==> config.mk <==
export PLATFORM = sky130hd
export DESIGN_NAME = s_axi_read_bank_flat
export DESIGN_NICKNAME = d
export VERILOG_FILES = /design/src/rtl/s_axi_read_bank_if.sv /design/src/rtl/s_axi_read_bank.sv /design/src/flat_wrapper.sv
export SDC_FILE = /design/constraint.sdc
export NUM_CORES = 1
export LEC_CHECK = 0
export CELL_PAD_IN_SITES_DETAIL_PLACEMENT = 1
export CELL_PAD_IN_SITES_GLOBAL_PLACEMENT = 1
export CORE_ASPECT_RATIO = 0.9
export CORE_MARGIN = 4
export CORE_UTILIZATION = 28
export CTS_BUF_LIST = sky130_fd_sc_hd__clkbuf_4
export CTS_CLUSTER_SIZE = 24
export DETAILED_ROUTE_END_ITERATION = 8
export PLACE_DENSITY = 0.78
export SYNTH_ARGS = -nofsm -noshare
export SYNTH_HDL_FRONTEND = slang
export SYNTH_SLANG_ARGS = --single-unit
==> constraint.sdc <==
create_clock -name clk -period 2.19 [get_ports clk]
set_input_delay 0.219 -clock clk [delete_from_list [all_inputs] [get_ports clk]]
set_output_delay 0.219 -clock clk [all_outputs]
set_load 0.02 [all_outputs]
==> src/rtl/s_axi_read_bank_if.sv <==
// AXI4-Lite read channel bundle (AR + R) between interconnect and register-space read slave.
// The master modport belongs to the interconnect side and the slave modport to s_axi_read_bank.
interface s_axi_read_bank_if #(
    parameter int ADDR_WIDTH = 16,
    parameter int DATA_WIDTH = 32
);
    logic [ADDR_WIDTH-1:0] S_AXI_ARADDR;
    logic                  S_AXI_ARVALID;
    logic                  S_AXI_ARREADY;
    logic [DATA_WIDTH-1:0] S_AXI_RDATA;
    logic [1:0]            S_AXI_RRESP;
    logic                  S_AXI_RVALID;
    logic                  S_AXI_RREADY;

    modport master (
        output S_AXI_ARADDR, S_AXI_ARVALID, S_AXI_RREADY,
        input  S_AXI_ARREADY, S_AXI_RDATA, S_AXI_RRESP, S_AXI_RVALID
    );

    modport slave (
        input  S_AXI_ARADDR, S_AXI_ARVALID, S_AXI_RREADY,
        output S_AXI_ARREADY, S_AXI_RDATA, S_AXI_RRESP, S_AXI_RVALID
    );
endinterface

==> src/rtl/s_axi_read_bank.sv <==
// AXI4-Lite read slave decoding bank0 (control/status) and bank1 (per-slot descriptors).
// Optional bank1 wait timeout is compiled in with `define S_AXI_READ_TIMEOUT_EN.
module s_axi_read_bank #(
    parameter int ADDR_WIDTH        = 16,
    parameter int DATA_WIDTH        = 32,
    parameter int BANK0_NUM_REGS    = 6,
    parameter int BANK1_INDEX_WIDTH = 2,
    parameter int BANK1_NUM_FIELDS  = 6,
    parameter int TIMEOUT_CYCLES    = 64,
    parameter int ERRCNT_WIDTH      = 16
) (
    input  logic                         clk,
    input  logic                         reset,
    s_axi_read_bank_if.slave             s_axi,
    output logic [7:0]                   bank0_rd_sel,
    input  logic [DATA_WIDTH-1:0]        bank0_rd_data,
    output logic                         bank1_req,
    output logic [BANK1_INDEX_WIDTH-1:0] bank1_index,
    output logic [3:0]                   bank1_field,
    input  logic [DATA_WIDTH-1:0]        bank1_rdata,
    input  logic                         bank1_ready,
    output logic [ERRCNT_WIDTH-1:0]      rd_err_cnt
);

    typedef enum logic [1:0] {IDLE, DECODE, WAIT_B1, RESP} state_e;
    typedef enum logic [1:0] {
        RESP_OKAY   = 2'b00,
        RESP_SLVERR = 2'b10,
        RESP_DECERR = 2'b11
    } resp_e;

    localparam int              IDX_MSB        = BANK1_INDEX_WIDTH + 5;
    localparam logic [7:0]      B0_LIMIT       = 8'(BANK0_NUM_REGS);
    localparam logic [4:0]      B1_FIELD_LIMIT = 5'(BANK1_NUM_FIELDS);

    state_e                  state_q, state_d;
    logic [15:2]             addr_q, addr_d;
    logic [DATA_WIDTH-1:0]   rdata_q, rdata_d;
    resp_e                   rresp_q, rresp_d;
    logic                    arready_q, arready_d;
    logic [ERRCNT_WIDTH-1:0] err_cnt_q, err_cnt_d;
    logic                    b1_oob;
    logic                    tmo_expired;

    // Address byte lanes carry no information for word-aligned register reads.
    wire unused_araddr = ^s_axi.S_AXI_ARADDR;

    assign b1_oob = (|addr_q[13:IDX_MSB+1]) || ({1'b0, addr_q[5:2]} >= B1_FIELD_LIMIT);

`ifdef S_AXI_READ_TIMEOUT_EN
    localparam int TMO_W = $clog2(TIMEOUT_CYCLES + 1);

    logic [TMO_W-1:0] tmo_q, tmo_d;

    assign tmo_expired = (tmo_q == TMO_W'(TIMEOUT_CYCLES - 1));

    always_comb begin
        tmo_d = tmo_q;
        if (state_q == DECODE) begin
            tmo_d = '0;
        end else if (state_q == WAIT_B1 && !tmo_expired) begin
            tmo_d = tmo_q + 1'b1;
        end
    end

    always_ff @(posedge clk or negedge reset) begin
        if (!reset) tmo_q <= '0;
        else        tmo_q <= tmo_d;
    end
`else
    localparam int UNUSED_TIMEOUT_CYCLES = TIMEOUT_CYCLES;

    assign tmo_expired = 1'b0;
`endif

    // NOTE: every _d gets its hold value first, so no path through this block infers a latch.
    always_comb begin
        state_d   = state_q;
        addr_d    = addr_q;
        rdata_d   = rdata_q;
        rresp_d   = rresp_q;
        err_cnt_d = err_cnt_q;

        unique case (state_q)
            IDLE: begin
                if (s_axi.S_AXI_ARVALID && arready_q) begin
                    addr_d  = s_axi.S_AXI_ARADDR[15:2];
                    state_d = DECODE;
                end
            end
            DECODE: begin
                state_d = RESP;
                rdata_d = '0;
                rresp_d = RESP_OKAY;
                unique case (addr_q[15:14])
                    2'b00: begin
                        if (addr_q[13:6] < B0_LIMIT) rdata_d = bank0_rd_data;
                        else                          rresp_d = RESP_SLVERR;
                    end
                    2'b01: begin
                        if (b1_oob) rresp_d = RESP_SLVERR;
                        else        state_d = WAIT_B1;
                    end
                    default: rresp_d = RESP_DECERR;
                endcase
            end
            WAIT_B1: begin
                if (bank1_ready) begin
                    rdata_d = bank1_rdata;
                    rresp_d = RESP_OKAY;
                    state_d = RESP;
                end else if (tmo_expired) begin
                    rdata_d = '0;
                    rresp_d = RESP_SLVERR;
                    state_d = RESP;
                end
            end
            RESP: begin
                if (s_axi.S_AXI_RREADY) state_d = IDLE;
            end
            default: state_d = IDLE;
        endcase

        if (state_q != RESP && state_d == RESP && rresp_d != RESP_OKAY && err_cnt_q != '1) begin
            err_cnt_d = err_cnt_q + 1'b1;
        end

        // Registered ready keeps ARREADY low during reset and free of any ARVALID path.
        arready_d = (state_d == IDLE);
    end

    // NOTE: sequential state uses non-blocking assignments so all flops update from pre-edge values.
    always_ff @(posedge clk or negedge reset) begin
        if (!reset) begin
            state_q   <= IDLE;
            addr_q    <= '0;
            rdata_q   <= '0;
            rresp_q   <= RESP_OKAY;
            arready_q <= 1'b0;
            err_cnt_q <= '0;
        end else begin
            state_q   <= state_d;
            addr_q    <= addr_d;
            rdata_q   <= rdata_d;
            rresp_q   <= rresp_d;
            arready_q <= arready_d;
            err_cnt_q <= err_cnt_d;
        end
    end

    assign s_axi.S_AXI_ARREADY = arready_q;
    assign s_axi.S_AXI_RVALID  = (state_q == RESP);
    assign s_axi.S_AXI_RDATA   = rdata_q;
    assign s_axi.S_AXI_RRESP   = rresp_q;

    assign bank0_rd_sel = addr_q[13:6];
    assign bank1_index  = addr_q[IDX_MSB:6];
    assign bank1_field  = addr_q[5:2];
    assign bank1_req    = (state_q == WAIT_B1);
    assign rd_err_cnt   = err_cnt_q;

endmodule

==> src/flat_wrapper.sv <==
// flat-port wrapper written by rule: the top's interface ports become plain ports
module s_axi_read_bank_flat 
#(
    parameter int ADDR_WIDTH        = 16,
    parameter int DATA_WIDTH        = 32,
    parameter int BANK0_NUM_REGS    = 6,
    parameter int BANK1_INDEX_WIDTH = 2,
    parameter int BANK1_NUM_FIELDS  = 6,
    parameter int TIMEOUT_CYCLES    = 64,
    parameter int ERRCNT_WIDTH      = 16
)
  (clk, reset, bank0_rd_sel, bank0_rd_data, bank1_req, bank1_index, bank1_field, bank1_rdata, bank1_ready, rd_err_cnt, s_axi_S_AXI_ARADDR, s_axi_S_AXI_ARVALID, s_axi_S_AXI_RREADY, s_axi_S_AXI_ARREADY, s_axi_S_AXI_RDATA, s_axi_S_AXI_RRESP, s_axi_S_AXI_RVALID);
  s_axi_read_bank_if #(.ADDR_WIDTH(ADDR_WIDTH), .DATA_WIDTH(DATA_WIDTH)) s_axi_i ();
  input  logic clk;
  input  logic reset;
  output logic [7:0] bank0_rd_sel;
  input  logic [DATA_WIDTH-1:0] bank0_rd_data;
  output logic bank1_req;
  output logic [BANK1_INDEX_WIDTH-1:0] bank1_index;
  output logic [3:0] bank1_field;
  input  logic [DATA_WIDTH-1:0] bank1_rdata;
  input  logic bank1_ready;
  output logic [ERRCNT_WIDTH-1:0] rd_err_cnt;
  input wire logic [$bits(s_axi_i.S_AXI_ARADDR)-1:0] s_axi_S_AXI_ARADDR;
  input wire logic [$bits(s_axi_i.S_AXI_ARVALID)-1:0] s_axi_S_AXI_ARVALID;
  input wire logic [$bits(s_axi_i.S_AXI_RREADY)-1:0] s_axi_S_AXI_RREADY;
  output wire logic [$bits(s_axi_i.S_AXI_ARREADY)-1:0] s_axi_S_AXI_ARREADY;
  output wire logic [$bits(s_axi_i.S_AXI_RDATA)-1:0] s_axi_S_AXI_RDATA;
  output wire logic [$bits(s_axi_i.S_AXI_RRESP)-1:0] s_axi_S_AXI_RRESP;
  output wire logic [$bits(s_axi_i.S_AXI_RVALID)-1:0] s_axi_S_AXI_RVALID;
  assign s_axi_i.S_AXI_ARADDR = s_axi_S_AXI_ARADDR;
  assign s_axi_i.S_AXI_ARVALID = s_axi_S_AXI_ARVALID;
  assign s_axi_i.S_AXI_RREADY = s_axi_S_AXI_RREADY;
  assign s_axi_S_AXI_ARREADY = s_axi_i.S_AXI_ARREADY;
  assign s_axi_S_AXI_RDATA = s_axi_i.S_AXI_RDATA;
  assign s_axi_S_AXI_RRESP = s_axi_i.S_AXI_RRESP;
  assign s_axi_S_AXI_RVALID = s_axi_i.S_AXI_RVALID;
  s_axi_read_bank #(.ADDR_WIDTH(ADDR_WIDTH), .DATA_WIDTH(DATA_WIDTH), .BANK0_NUM_REGS(BANK0_NUM_REGS), .BANK1_INDEX_WIDTH(BANK1_INDEX_WIDTH), .BANK1_NUM_FIELDS(BANK1_NUM_FIELDS), .TIMEOUT_CYCLES(TIMEOUT_CYCLES), .ERRCNT_WIDTH(ERRCNT_WIDTH)) u_core (.clk(clk), .reset(reset), .s_axi(s_axi_i), .bank0_rd_sel(bank0_rd_sel), .bank0_rd_data(bank0_rd_data), .bank1_req(bank1_req), .bank1_index(bank1_index), .bank1_field(bank1_field), .bank1_rdata(bank1_rdata), .bank1_ready(bank1_ready), .rd_err_cnt(rd_err_cnt));
endmodule
After elaboration in Yosys (flattened, before gate mapping). Index checks and enable logic that the tools add are counted.

Logic and storage cells: 45. Output and inout bits: 67. Register bits after elaboration: 67.

Muxes and demuxes: 15. Reduce and logical (&&, ||, !) cells: 13. Eq/ne operators: 8. $lt $le $gt $ge: 2. Add/subtract/negate cells: 1.

Operators with widths (number): 32-bit 2-to-1 mux (3); 32-bit one-hot mux with 2 select lines (1); 16-bit by 1-bit adder with 16-bit output, second input constant (1); 16-bit != test, second input constant (1); 2-bit 2-to-1 mux (7); 8-bit by 3-bit < comparator with 1-bit output, second input constant (1); 2-bit one-hot mux with 2 select lines (2); 2-bit one-hot mux with 4 select lines (1); 2-bit == test, second input constant (3); 2-bit zero test (3); 6-bit OR reduction (1); 2-bit by 1-bit == test with 1-bit output, second input constant (2); 4-bit by 3-bit >= comparator with 1-bit output, second input constant (1); 1-bit logical AND (4); 2-bit AND reduction (2); 2-bit nonzero test (2); 2-bit by 1-bit != test with 1-bit output, second input constant (1); 2-bit != test, second input constant (1); 1-bit logical OR (1); 1-bit 2-to-1 mux (1).

Depth between registers and ports, before layout.
Depth in word-level cells: 9. Depth in mapped cells: 10. Mapped depth without buffers: 8.

Least setup slack after synthesis. No wires, ideal clock.

Kind: register -> register. From: reg u_core.state_q[0]. To: reg u_core.err_cnt_q[1] (netlist: u_core.rd_err_cnt[1]). Path slack: 26 ps. Stages on the path, launching flop included: 10. Setup time: 125 ps. Data required time: 2065 ps. Period minus slack after synthesis: 2164 ps. Arrival time: 2039 ps. Cells stage by stage: dfrtp_1 > inv_1 > ha_1 > buf_2 > inv_1 > o21ai_0 > a32o_1 > o211ai_4 > buf_6 > mux2_4.

Elaborated cells between the ends (all ways): 15.

RTL lines: start, declared (line s_axi_read_bank.sv:36) `state_e state_q, state_d;`; start signal, assigned (line s_axi_read_bank.sv:142) `state_q <= state_d;`; 2-bit == test; via bank1_req (line flat_wrapper.sv:18) `output logic bank1_req;`; 2-bit one-hot mux with 2 select lines (line s_axi_read_bank.sv:84) `unique case (state_q)`; via u_core.rresp_d[0] (line s_axi_read_bank.sv:39) `resp_e rresp_q, rresp_d;`; 2-bit nonzero test (line s_axi_read_bank.sv:124) `if (state_q != RESP && state_d == RESP && rresp_d != RESP_OKAY && err_cnt_q != '1) begin`; 1-bit logical AND (2 in a row) (line s_axi_read_bank.sv:124); end signal, assigned (line s_axi_read_bank.sv:147) `err_cnt_q <= err_cnt_d;`; end, declared (line s_axi_read_bank.sv:41) `logic [ERRCNT_WIDTH-1:0] err_cnt_q, err_cnt_d;`.

The timed path passes the listed nets, and every way through them passes these cells. A chain may end at the register's enable or synchronous reset.

Final worst setup path.
From: reg u_core.addr_q[10] (netlist name). To: reg u_core.err_cnt_q[14] (netlist: u_core.rd_err_cnt[14]).

Elaborated cells between the ends (all ways): 15.

RTL lines: start, declared (line s_axi_read_bank.sv:37) `logic [15:2] addr_q, addr_d;`; start signal, assigned (line s_axi_read_bank.sv:143) `addr_q <= addr_d;`; parallel branches: the longest is 3 deep, another holds 8-bit by 3-bit < comparator with 1-bit output; 2-bit one-hot mux with 2 select lines (*) (line s_axi_read_bank.sv:95) `unique case (addr_q[15:14])`; 2-bit one-hot mux with 2 select lines (*) (line s_axi_read_bank.sv:84); via u_core.rresp_d[1] (line s_axi_read_bank.sv:39); 2-bit nonzero test (*) (line s_axi_read_bank.sv:124); 1-bit logical AND (*) (2 in a row) (line s_axi_read_bank.sv:124).

Mark *: on every way through the listed nets, which the timed path passes.

==> key figures <==
GRT
  • Number of global-route vias before repair: 3085
  • Largest net degree at the start of global routing: 65
  • First-pass GRT wire length: 16.25 mm
  • GRT Total Usage: ~16%
  • Gr ovfl total: 0
  • Initial antenna violation count: 0

Finish
  • Final nets: 541
  • Diodes inserted: 0
  • Area Growth Syn to Fin: 63.13%
  • Most frequent cells in the layout: clkdlybuf4s50_1 (147), dfrtp_1 (65), nand2_1 (41)
  • Layout cells sized above 1: between 10% and 20%
  • Commonest non-fill, non-tap cell in the layout: clkdlybuf4s50_1
  • Post-Layout Cell Count: 606
  • Finished Core Util: a little under half

Placed design
  • Placed insts: 579
  • DP Worst Slack: -0.1165 ns
  • GPL Wtd Cong: 0.8015
  • Hpwl dp: 7.473 mm
  • IO buf count: 149

Routing
  • DRT Wirelength: 10.17 mm
  • Final ANT Viol Nets: 0
  • Vias per cell: around 4.7
  • Wire length per cell: ~17 µm
  • Residual DRC: 0
  • Number of iterations in the first detailed-routing pass: 4
  • Iteration-0 DRC Markers: 134
  • Via total after detailed routing: 2838

Synthesis
  • Post-synth EDFFs: 0
  • Post-Syn Area: 3159 µm²
  • Yosys top cell area share: 53.07%
  • Largest area contributor in the synthesized netlist: dfrtp_1
  • Sequential share of the synthesized area: 53.07%
  • Ys async rst share: 100.0%
  • Count of cell types in the netlist: 38
  • Cells after Synth: a little under 300
  • Ranking of synthesized cells by area: dfrtp_1 (53%), a22oi_1 (7.6%), o21ai_0 (5.4%), mux2_2 (5.0%), nand2_1 (4.9%)
  • Synth Area per Inst: 10.64 µm²
  • Syn_nets: between 300 and 400
  • Count of state elements after synthesis: 67
  • Ys Warns: 0
  • Primary FF master, synth: dfrtp_1

Flow run
  • MaxCap Viol Count: 0

Worst setup path
  • Critical path data required time: 2.48 ns
  • R2r setup slk: approximately 0.10 ns
  • Delay-heaviest family, CP: compound AO/OA/AOI/OAI gates
  • Worst reg2reg startpoint: u_core.addr_q[10]$_DFFE_PN0P_
  • R2r endpoint: u_core.rd_err_cnt[14]$_DFFE_PN0P_
  • Setup CP Type: reg -> reg
  • Max incr delay on CP: 0.42 ns
  • Worst-path maximum fanout: 7
  • Worst setup EP type: flip-flop
  • Crit path cell chain: nor4_4 -> o2111ai_2 -> a32o_2 -> o211ai_4 -> buf_4 -> nor4_4 -> xnor2_1
  • Crit-path slowest cell: dfrtp_1
  • Buf/Inv on CP: 1
  • Reg2reg path depth: 7
  • Crit path depth: 7
  • Most frequent CP cell: nor4_4
  • Startpoint class of the critical path: flip-flop
  • Arrival time at the worst endpoint: 2.38 ns

STA
  • Clk_skew: 0.01828 ns
  • Setup violators final: 0
  • Fmax: about 0.48 GHz
  • Slew HR: 44.80%
  • Slew Viols, Final: 0
  • Final Hold Viols: 0
  • RSZ-0062 raised after global routing: yes
  • Worst Hold Margin: 0.4161 ns
  • Worst Max-Slew Pin Slew: 0.8280 ns
  • Period utilisation layout: between 90% and 100%
  • Worst Slack Setup Final: a little over 0.1 ns
  • Final min period: 2.086 ns

Run status
  • Outcome: completed

Floorplanning
  • Core Box Area: 10950 µm²
  • Num ports: 152
  • Site Rows: 36
  • Die area: ~13000 µm²
  • Die Width: 120.0 µm
  • Starting Density: between 20% and 30%
  • Die Height: ~110 µm

Power
  • Pwr Total: 6255 µW
  • Power density over the cells: 1214 nW/µm²
  • Total leakage power: 0.002147 µW
  • VDD IR-drop max: 0.0007129 V

Clock network
  • Worst-path clk slew: 0.11 ns
  • CTS tree: yes
  • Clk root buf: clkbuf_4
  • Worst-Skew Late Latency: 0.40 ns
  • Total clock sinks: 67
  • # H-tree levels: 3
  • CTS buffer count: 9
  • Clock Path Buffers: 2

Min path
  • Worst Hold Class: in -> async
[flip-flops by register name, indices dropped and copies added (netlist names)]
| register | count |
|---|---|
| u_core.s_axi.S_AXI_RDATA | 32 |
| u_core.rd_err_cnt | 16 |
| u_core.addr_q | 14 |
| u_core.s_axi.S_AXI_RRESP | 2 |
| u_core.state_q | 2 |
| u_core.s_axi.S_AXI_ARREADY | 1 |
[per-layer routing]
metal | vias to the layer above | share of wire [%] | global-route usage, %
li1 | 1347 | - | -
met1 | 1383 | 41 | 18.76
met2 | 98 | 50 | 26.92
met3 | 10 | 7.9 | 5.602
met4 | 0 | 0.79 | 4.088
met5 | - | 0 | 0
[kinds of logic (layout without fill, tap and decap cells)]
family,after synthesis,in the layout,synth area share (%)
adders and majority gates,6,6,2.376
xor gates and xnor gates,15,15,4.159
and+or+nand+nor,76,76,11.21
buffers and inverters,38,194,6.574
muxes,16,16,5.782
AOI/OAI and AO/OA,79,80,16.83
DFF,67,67,53.07
[synthesized netlist by cell type, types with 2 or more instances]
cell,n
dfrtp_1,67
nand2_1,41
o21ai_0,34
a22oi_1,32
buf_4,14
mux2_2,14
xor2_1,12
clkbuf_1,11
nor2_1,10
inv_1,8
nand3_1,7
ha_1,6
nor3_1,5
buf_2,4
nor4_1,4
xnor2_1,3
a21oi_1,2
and3_1,2
nand4_1,2
[per-stage QoR]
step / instance area, µm² / setup TNS [ns]
2_1_floorplan: 3159 / 0
3_3_place_gp: 4791 / 0
3_5_place_dp: 4791 / -0.3211
4_1_cts: 4990 / 0
5_1_grt: 5154 / -0.05561
6_report: 5154 / 0
[report_power, final]
group / switching (µW) / internal [µW] / leakage [µW]
registers: 322 / 1650 / 0.000872
logic: 1810 / 1680 / 0.00120
clock network: 422 / 378 / 0.0000772
total: 2550 / 3710 / 0.00215
[worst max path at each step]
| stage | start | endpoint | slack, ns |
|---|---|---|---|
| global route | u_core.state_q[1]$_DFF_PN0_ | u_core.rd_err_cnt[12]$_DFFE_PN0P_ | -0.03 |
| finish | u_core.addr_q[10]$_DFFE_PN0P_ | u_core.rd_err_cnt[14]$_DFFE_PN0P_ | 0.10 |
| floorplan | u_core.state_q[0]$_DFF_PN0_ | u_core.rd_err_cnt[1]$_DFFE_PN0P_ | 0.03 |
| detailed placement | u_core.state_q[0]$_DFF_PN0_ | u_core.rd_err_cnt[13]$_DFFE_PN0P_ | -0.12 |
| CTS | u_core.state_q[0]$_DFF_PN0_ | u_core.rd_err_cnt[1]$_DFFE_PN0P_ | 0.0002 |
| global placement | u_core.addr_q[15]$_DFFE_PN0P_ | u_core.rd_err_cnt[5]$_DFFE_PN0P_ | 0.05 |
[timing repair]
item                                   in CTS  in global routing
gates cloned                                1                  0
buffers inserted                            3                  7
pin swaps                                   3                  5
hold buffers                                1                  0
resized for setup                           6                 22
setup endpoints to repair                  11                 42
endpoints found under the hold margin      34                  0
[cell type report]
class | instances | area, µm²
fill | 1217 | 5792
timing repair buffer | 171 | 1707
sequential | 67 | 1679
multi-input combinational | 193 | 1415
tap | 152 | 190.2
clock buffer | 12 | 90.09
clock inverter | 3 | 40.04
inverter | 8 | 32.53
[worst register-to-register path, delay by kind of cell (launching register included)]
kind / cells / cell delay, ns
AOI/OAI and AO/OA: 3 / 0.85
xor gates and xnor gates: 1 / 0.14
buffers and inverters: 1 / 0.19
DFF: 1 / 0.42
and+or+nand+nor: 2 / 0.39
Note: power is estimated with default switching activity, not from simulation.
